[src/rtl/seq_pkg.sv]
// Shared types and default sizing for the stage sequencer.
package seq_pkg;

    typedef enum logic [2:0] {
        IDLE,
        FILL,
        RUN,
        DRAIN,
        DONE
    } seq_state_t;

    localparam int unsigned DEF_NUM_STAGES = 5;
    localparam int unsigned DEF_NUM_INSTR  = 1024;

endpackage

[src/rtl/stage_token_shift.sv]
// Token shift register: one bit per pipeline stage, held on stall, and
// presented as stage enables that are forced to zero while stalled.
module stage_token_shift
    import seq_pkg::*;
#(
    parameter int unsigned NUM_STAGES = DEF_NUM_STAGES
) (
    input  logic                  clk,
    input  logic                  rst,
    input  logic                  load,
    input  logic                  advance,
    input  logic                  in_bit,
    input  logic                  stall,
    output logic [NUM_STAGES-1:0] tok,
    output logic [NUM_STAGES-1:0] tok_next,
    output logic [NUM_STAGES-1:0] stage_en
);

    assign tok_next = {tok[NUM_STAGES-2:0], in_bit};
    assign stage_en = stall ? '0 : tok;

    always_ff @(posedge clk) begin
        if (rst) begin
            tok <= '0;
        end else if (load) begin
            tok <= NUM_STAGES'(1);
        end else if (advance && !stall) begin
            tok <= tok_next;
        end
    end

endmodule

[src/rtl/stage_seq_ctrl.sv]
// Pipeline stage sequencer: fills, runs and drains NUM_INSTR instructions
// through NUM_STAGES stages. Define SEQ_PERF_CNT_EN to add stall_cycles.
module stage_seq_ctrl
    import seq_pkg::*;
#(
    parameter  int unsigned NUM_STAGES = DEF_NUM_STAGES,
    parameter  int unsigned NUM_INSTR  = DEF_NUM_INSTR,
    localparam int unsigned IDX_W      = $clog2(NUM_INSTR + 1)
) (
    input  logic                  clk,
    input  logic                  rst,
    input  logic                  start,
    input  logic                  stall,
    output logic [NUM_STAGES-1:0] stage_en,
    output logic [IDX_W-1:0]      issue_idx,
    output logic                  busy,
    output logic                  done
`ifdef SEQ_PERF_CNT_EN
    ,
    output logic [31:0]           stall_cycles
`endif
);

    localparam logic [IDX_W-1:0] LAST = IDX_W'(NUM_INSTR);

    seq_state_t            state;
    logic [IDX_W-1:0]      idx;
    logic [IDX_W-1:0]      idx_next;
    logic [NUM_STAGES-1:0] tok;
    logic [NUM_STAGES-1:0] tok_next;
    logic                  in_bit;
    logic                  load;

    // The instruction in stage 0 counts as issued when the token moves on;
    // a new token enters only while instructions remain.
    assign idx_next  = (tok[0] && idx != LAST) ? idx + IDX_W'(1) : idx;
    assign in_bit    = (idx_next != LAST);
    assign load      = (state == IDLE) && start;
    assign issue_idx = idx;

    stage_token_shift #(
        .NUM_STAGES(NUM_STAGES)
    ) u_token (
        .clk     (clk),
        .rst     (rst),
        .load    (load),
        .advance (busy),
        .in_bit  (in_bit),
        .stall   (stall),
        .tok     (tok),
        .tok_next(tok_next),
        .stage_en(stage_en)
    );

    always_ff @(posedge clk) begin
        if (rst) begin
            state <= IDLE;
            idx   <= '0;
            busy  <= 1'b0;
            done  <= 1'b0;
        end else begin
            case (state)
                IDLE: begin
                    if (start) begin
                        state <= FILL;
                        idx   <= '0;
                        busy  <= 1'b1;
                    end
                end
                FILL, RUN, DRAIN: begin
                    if (!stall) begin
                        idx <= idx_next;
                        // Next-state is judged on the register contents after this shift.
                        if (tok_next == '0) begin
                            state <= DONE;
                            busy  <= 1'b0;
                            done  <= 1'b1;
                        end else if (!tok_next[0]) begin
                            state <= DRAIN;
                        end else if (&tok_next) begin
                            state <= RUN;
                        end
                    end
                end
                DONE: begin
                    state <= IDLE;
                    done  <= 1'b0;
                end
                default: begin
                    state <= IDLE;
                    busy  <= 1'b0;
                    done  <= 1'b0;
                end
            endcase
        end
    end

`ifdef SEQ_PERF_CNT_EN
    always_ff @(posedge clk) begin
        if (rst) begin
            stall_cycles <= '0;
        end else if (load) begin
            stall_cycles <= '0;
        end else if (busy && stall && stall_cycles != '1) begin
            stall_cycles <= stall_cycles + 32'd1;
        end
    end
`endif

endmodule

[config.mk]
export PLATFORM = sky130hd
export DESIGN_NAME = stage_seq_ctrl
export DESIGN_NICKNAME = d
export VERILOG_FILES = /design/src/rtl/seq_pkg.sv /design/src/rtl/stage_token_shift.sv /design/src/rtl/stage_seq_ctrl.sv
export SDC_FILE = /design/constraint.sdc
export NUM_CORES = 1
export LEC_CHECK = 0
export ABC_AREA = 1
export CORE_ASPECT_RATIO = 1.2
export CORE_MARGIN = 5
export CORE_UTILIZATION = 45
export DETAILED_ROUTE_END_ITERATION = 8
export PLACE_DENSITY = 0.79
export SETUP_SLACK_MARGIN = 0.4
export SLEW_MARGIN = 20
export SYNTH_ARGS = -nofsm -noshare
export SYNTH_HDL_FRONTEND = slang
export SYNTH_SLANG_ARGS = --single-unit
[constraint.sdc]
create_clock -name clk -period 3.15 [get_ports clk]
set_clock_uncertainty 0.15 [all_clocks]
set_input_delay 0.315 -clock clk [delete_from_list [all_inputs] [get_ports clk]]
set_output_delay 0.315 -clock clk [all_outputs]
set_load 0.02 [all_outputs]
==> flow_metrics.tcl, run 1 <==
set metrics [dict create \
    drv_slew 0 \
    synth_area_leader_cell "dfxtp_1" \
    viasPerCell 5.066 \
    synth_edf_count 0 \
    final.setup.tns_ns 0 \
    worstPathArrival_ns 2.32 \
    grt_util_met2_pct 25.39 \
    critPathLaunchType "register" \
    syn_area_per_cell_sq_um 6.378 \
    htreeDepth 1 \
    numCtsBuffers 3 \
    first_pass_iters 4 \
    ir_worst_vdd_mv 0.3538 \
    die_y_microns 69.05 \
    grt_pass1_vias 1217 \
    cap_violations 0 \
    yosysUniqueCellTypes 29 \
    routedWlPerCell_microns 11.10 \
    whs_path_depth 2 \
    ys_top_cells_by_area "dfxtp_1 (32%), nand2_1 (18%), inv_1 (6.9%)" \
    r2r_cells 11 \
    hold_end "done" \
    cp-end-kind "register" \
    ant_nets 0 \
    grt_overflow 0 \
    drt_iter0_markers 37 \
    fp.dieW_microns 59.21 \
    track_usage_pct 14.76 \
    synth_async_sr_flop_share_pct 0 \
    hp-class "register to register" \
    setup_viol 0 \
    finalCritPeriodShare_pct 70.57 \
    die_area_sq_mm 0.004088 \
    reg2reg_to "state[0]" \
    cts_tree "built" \
    synth_fp_nets 211 \
    cp_data_required_time_ns 3.25 \
    critPathKind "register to register" \
    pre_cts_ws_ns 0.8852 \
    grt_pass1_wl_microns 4919 \
    initial_core_util_pct 46.95 \
    synth_top_cell_area_share_pct 32.15 \
    whs_ns 0.3224 \
    synth-seq-cells 21 \
    clock_latency_ns 0.31 \
    cts_buffer_depth 2 \
    fp.coreArea_sq_mm 0.002785 \
    num_antenna_cells 0 \
    hold_path.startpoint "done" \
    drc 0 \
    io-pin-count 22 \
    p_per_area_mw_per_mm2 504.8 \
    fin_ws_ns 0.9269 \
    rsz0062_at_grt "no" \
    crit_fanout 6 \
    cts-resized-gates 0 \
    worstReg2RegStart "issue_idx[0]" \
    synth_top_cells_by_count "nand2_1 (62), inv_1 (24), nor2_1 (22)" \
    top_usage_layer "met2" \
    rows 21 \
    yosys_warnings 0 \
    synth_most_common_cell "nand2_1" \
    hold_viol 0 \
    period_minus_slack_ns 2.223 \
    synthCells 205 \
    max_clock_freq_ghz 0.4498 \
    r2r_setup_slack_ns 0.93 \
    clockRootBuffer "clkbuf_4" \
    clkTransAtPathRegs_ns 0.13 \
    synth-main-ff-cell "dfxtp_1" \
    holdBufCountCts 0 \
    grtUsageMet3_pct 2.239 \
    postCtsSetupRepairBufs 0 \
    nNetsFinal 232 \
    synth_area_sq_mm 0.001308 \
    slew_headroom_pct 44.61 \
    gp_congestion 0.8446 \
    drive_above_1_share_pct 10.22 \
    cts.sinks 21 \
    synth_seq_area_share_pct 32.15 \
    num_vias 1312 \
    worst_slew_pin_slew_ns 0.8278 \
    port_buffers 21 \
    drt-total-wl_microns 2875 \
    antenna_found_initial 0 \
    hpwl_microns 2187 \
    grt_max_degree 17 \
    p_leak_nw 0.6461 \
    outcome "complete, no violations" \
    grt_util_met1_pct 17.54 \
    fill_cells 283 \
    area_growth_syn_to_layout_pct 19.62 \
    fin_util_pct 56.15 \
]
-- where the power goes --
| group | internal [mW] | switching [mW] | total, mW | leakage [nW] |
|---|---|---|---|---|
| Clock | 0.0474 | 0.0852 | 0.133 | 0.0177 |
| Sequential | 0.294 | 0.0287 | 0.323 | 0.170 |
| Combinational | 0.110 | 0.224 | 0.334 | 0.458 |
| Total | 0.452 | 0.338 | 0.790 | 0.646 |
-- through the flow --
stage / cell area (sq um) / power, mW / std cells
CTS: 1564 / 0.7945 / 259
detailed placement: 1536 / 0.6604 / 255
global route: 1564 / 0.8500 / 259
floorplan: 1308 / 0.5897 / 205
finish: 1564 / 0.7895 / 259
global placement: 1536 / 0.6594 / 255
-- placed cells by master, fill, tap and decap left out, types with 2 or more instances in the layout --
cell	n
nand4_1	3
o21ai_0	4
inv_2	2
nand2_1	62
ha_1	2
nor2_2	4
nand3b_1	2
nand2_2	3
clkbuf_4	3
dfxtp_1	21
inv_1	24
xor2_1	2
a211oi_1	4
nand3_1	16
a21oi_2	2
nand3_2	4
nor2_1	22
clkdlybuf4s50_1	21
a21oi_1	14
-- layout make-up --
cell class	instances	area (sq um)	area share, %
Inverter	26	97.59	6.240
Tap cell	34	42.54	2.720
Clock inverter	1	5.005	0.3200
Timing Repair Buffer	22	217.7	13.92
Multi-Input combinational cell	152	758.2	48.48
Clock buffer	3	22.52	1.440
Sequential cell	21	420.4	26.88
-- worst max path at each step --
stage | from | to | slack (ns) | depth (start not counted)
after floorplan | issue_idx[0] | busy | 1.09 | 12
after global placement | stall | busy | 0.93 | 9
after detailed placement | stall | busy | 0.89 | 9
after CTS | issue_idx[0] | state[0] | 0.92 | 11
after global routing | issue_idx[0] | done | 0.73 | 11
final | issue_idx[0] | state[0] | 0.93 | 11
-- critical path, stage by stage (launching register included) --
cell and delay, ns:
dfxtp_1 0.46, ha_1 0.20, nand3_1 0.10, nor2_2 0.18, nand2_1 0.10, xor2_1 0.18, nand2_1 0.07, nor2_1 0.19
nand3_2 0.14, o21ai_0 0.19, nand2_1 0.09, a21oi_2 0.12
-- registers in the layout, indices dropped and copies added (netlist names) --
signal and count:
busy 1, done 1, issue_idx 11, state 3, u_token.tok 5
-- layer usage --
layer | routed length [microns] | share of wire [%] | vias up
li1 | - | - | 696
met1 | 1246 | 43 | 583
met2 | 1477 | 51 | 29
met3 | 113 | 3.9 | 4
met4 | 38 | 1.3 | 0
met5 | 0 | 0 | -
-- cell families after synthesis --
group	synth area share, %
compound gates	13.02
xor+xnor	2.010
simple gates	41.05
buf+inv	9.856
flops	32.15
fa+ha+maj	1.914
(Power assumes the default switching activity.)
==> inputs of run 2 (changes only) <==
Settings changed: PLACE_DENSITY 0.79 to 0.82.
Clock period 3.15 ns to 1.9 ns, I/O delays scaled along.
==> run 2 against run 1 <==
Net effect: critical path type unchanged; final cell count increased by 13%; largest power group unchanged; register-to-register slack got worse by 1.1 ns; combinational power increased to 3.1 times the previous value; the flow now finishes with violations (negative setup slack); cell area increased by 35%.
==> flow_metrics.tcl, run 2 (synthesis results as in run 1) <==
set metrics [dict create \
    rows 21 \
    clock_latency_ns 0.31 \
    hpwl_microns 2450 \
    io-pin-count 22 \
    outcome "complete, but fails checks" \
    slowest_delay_ns 0.41 \
    drc 0 \
    first_pass_iters 5 \
    hold_viol 0 \
    endpoint "busy" \
    cts_buffer_depth 2 \
    period_minus_slack_ns 2.038 \
    worst_slew_pin_slew_ns 0.5413 \
    hp-class "register to register" \
    routedWlPerCell_microns 14.15 \
    final-instance-count-excl-fill 292 \
    fp.dieW_microns 59.21 \
    grt_pass1_vias 1412 \
    numCtsBuffers 3 \
    gp_congestion 0.9653 \
    worstPathArrival_ns 2.09 \
    worstReg2RegStart "issue_idx[0]" \
    p_leak_nw 0.9057 \
    port_buffers 21 \
    critical_path.cell_chain "inv_4, ha_4, nand2_2, nor2_2, nand2_2, buf_6, nand2_2, nand2_2, nand3_4, nor2_4, nand4_1, nand2_1, nand2_1, nand2_1, a21oi_1" \
    cp-end-kind "register" \
    nNetsFinal 265 \
    initial_core_util_pct 46.95 \
    cap_violations 0 \
    reg2reg_to "busy" \
    whs_ns 0.3149 \
    crit_path_frequent_cell "nand2_2" \
    max_clock_freq_ghz 0.4907 \
    crit_start "issue_idx[0]" \
    track_usage_pct 17.51 \
    drt-total-wl_microns 4133 \
    die_area_sq_mm 0.004088 \
    critPathKind "register to register" \
    drt_iter0_markers 92 \
    final_common_cell "nand2_1" \
    grt_overflow 0 \
    htreeDepth 1 \
    fp.coreArea_sq_mm 0.002785 \
    cp_slowest_cell "dfxtp_4" \
    pre_cts_ws_ns -0.1092 \
    dp.cells 274 \
    clockRootBuffer "clkbuf_4" \
    largest_reg_flops 11 \
    viasPerCell 5.404 \
    ant_nets 0 \
    critPathLaunchType "register" \
    cp_data_required_time_ns 1.96 \
    antenna_found_initial 0 \
    num_antenna_cells 0 \
    drive_above_1_share_pct 50.78 \
    grt_pass1_wl_microns 5802 \
    r2r_setup_slack_ns -0.14 \
    finalCritPeriodShare_pct 107.3 \
    crit_fanout 5 \
    num_vias 1578 \
    clkTransAtPathRegs_ns 0.12 \
    fin_ws_ns -0.1378 \
    drv_slew 0 \
    grt_max_degree 16 \
    p_per_area_mw_per_mm2 846.7 \
    ir_worst_vdd_mv 0.7304 \
    area_growth_syn_to_layout_pct 62.01 \
    violations "negative setup slack" \
    most-common-layout-cells "nand2_1 (37), nand2_2 (27), buf_4 (26), inv_1 (19), a21oi_1 (14)" \
    cts_tree "built" \
    rsz0062_at_grt "yes" \
    setup_viol 5 \
    slew_headroom_pct 63.43 \
    cts.sinks 21 \
    finalPower_mw 1.794 \
    die_y_microns 69.05 \
    r2r_cells 15 \
]
run 2: cell count changes in the layout (fill, tap and decap cells not counted), sizes merged:
cell,change
clkinv,-1
clkdlybuf4s15,+4
buf,+36
clkdlybuf4s50,-19
dlygate4sd2,+7
clkbuf,+6
run 2: timing repair:
item,4_1_cts,5_1_grt
pin swaps,10,30
endpoints found under the setup margin,35,27
gates resized for setup,57,77
setup buffers,4,10
hold buffers,0,0
run 2: metal layers:
metal  track usage, %  vias to the layer above  share of wire, %
li1                 -                      771                 -
met3            3.172                       14               4.1
met1            20.54                      743                39
met2            30.74                       50                55
met4            5.793                        0               2.6
met5                0                        -                 0
run 2: where the power goes:
group / switching, mW / total, mW / internal [mW]
Sequential: 0.0593 / 0.552 / 0.493
Clock: 0.140 / 0.221 / 0.0819
Combinational: 0.575 / 1.02 / 0.445
run 2: worst min path at each step:
stage                         startpoint             end  slack (ns)  cells after the start
after detailed placement  u_token.tok[4]  u_token.tok[4]        0.30                      2
after CTS                           done            done        0.32                      2
after floorplan                    start            busy        0.25                      2
after global routing                done            done        0.33                      2
final                               done            done        0.31                      2
after global placement              done            done        0.30                      2
run 2: through the flow:
step           TNS, ns  cell area (sq um)  utilization (%)
6_report       -0.5467               2118            76.06
5_1_grt         -1.157               2118            76.06
4_1_cts        -0.1594               1832            65.77
3_5_place_dp   -0.4202               1737            62.35
3_3_place_gp   -0.3031               1737            62.35
2_1_floorplan        0               1354                -
run 2: layout make-up:
cell class | instances | area (sq um)
Clock buffer | 4 | 26.28
Tap cell | 34 | 42.54
Sequential cell | 21 | 452.9
Timing Repair Buffer | 55 | 464.2
Fill cell | 194 | 666.9
Multi-Input combinational cell | 152 | 1030
Inverter | 26 | 102.6
run 2: worst max-delay path, delay by kind of cell, from the launching register on:
| family | cells | cell delay (ns) |
|---|---|---|
| AND/OR/NAND/NOR | 11 | 1.00 |
| AO/OA/AOI/OAI | 1 | 0.06 |
| buffers and inverters | 2 | 0.17 |
| flip-flops | 1 | 0.41 |
| adder cells (fa/ha/maj) | 1 | 0.15 |
==> inputs of run 3 (changes only) <==
Settings changed: CTS_CLUSTER_DIAMETER set to 120.
==> results of run 3 <==
No change in the layout: final DEF, timing and power equal those of run 2.
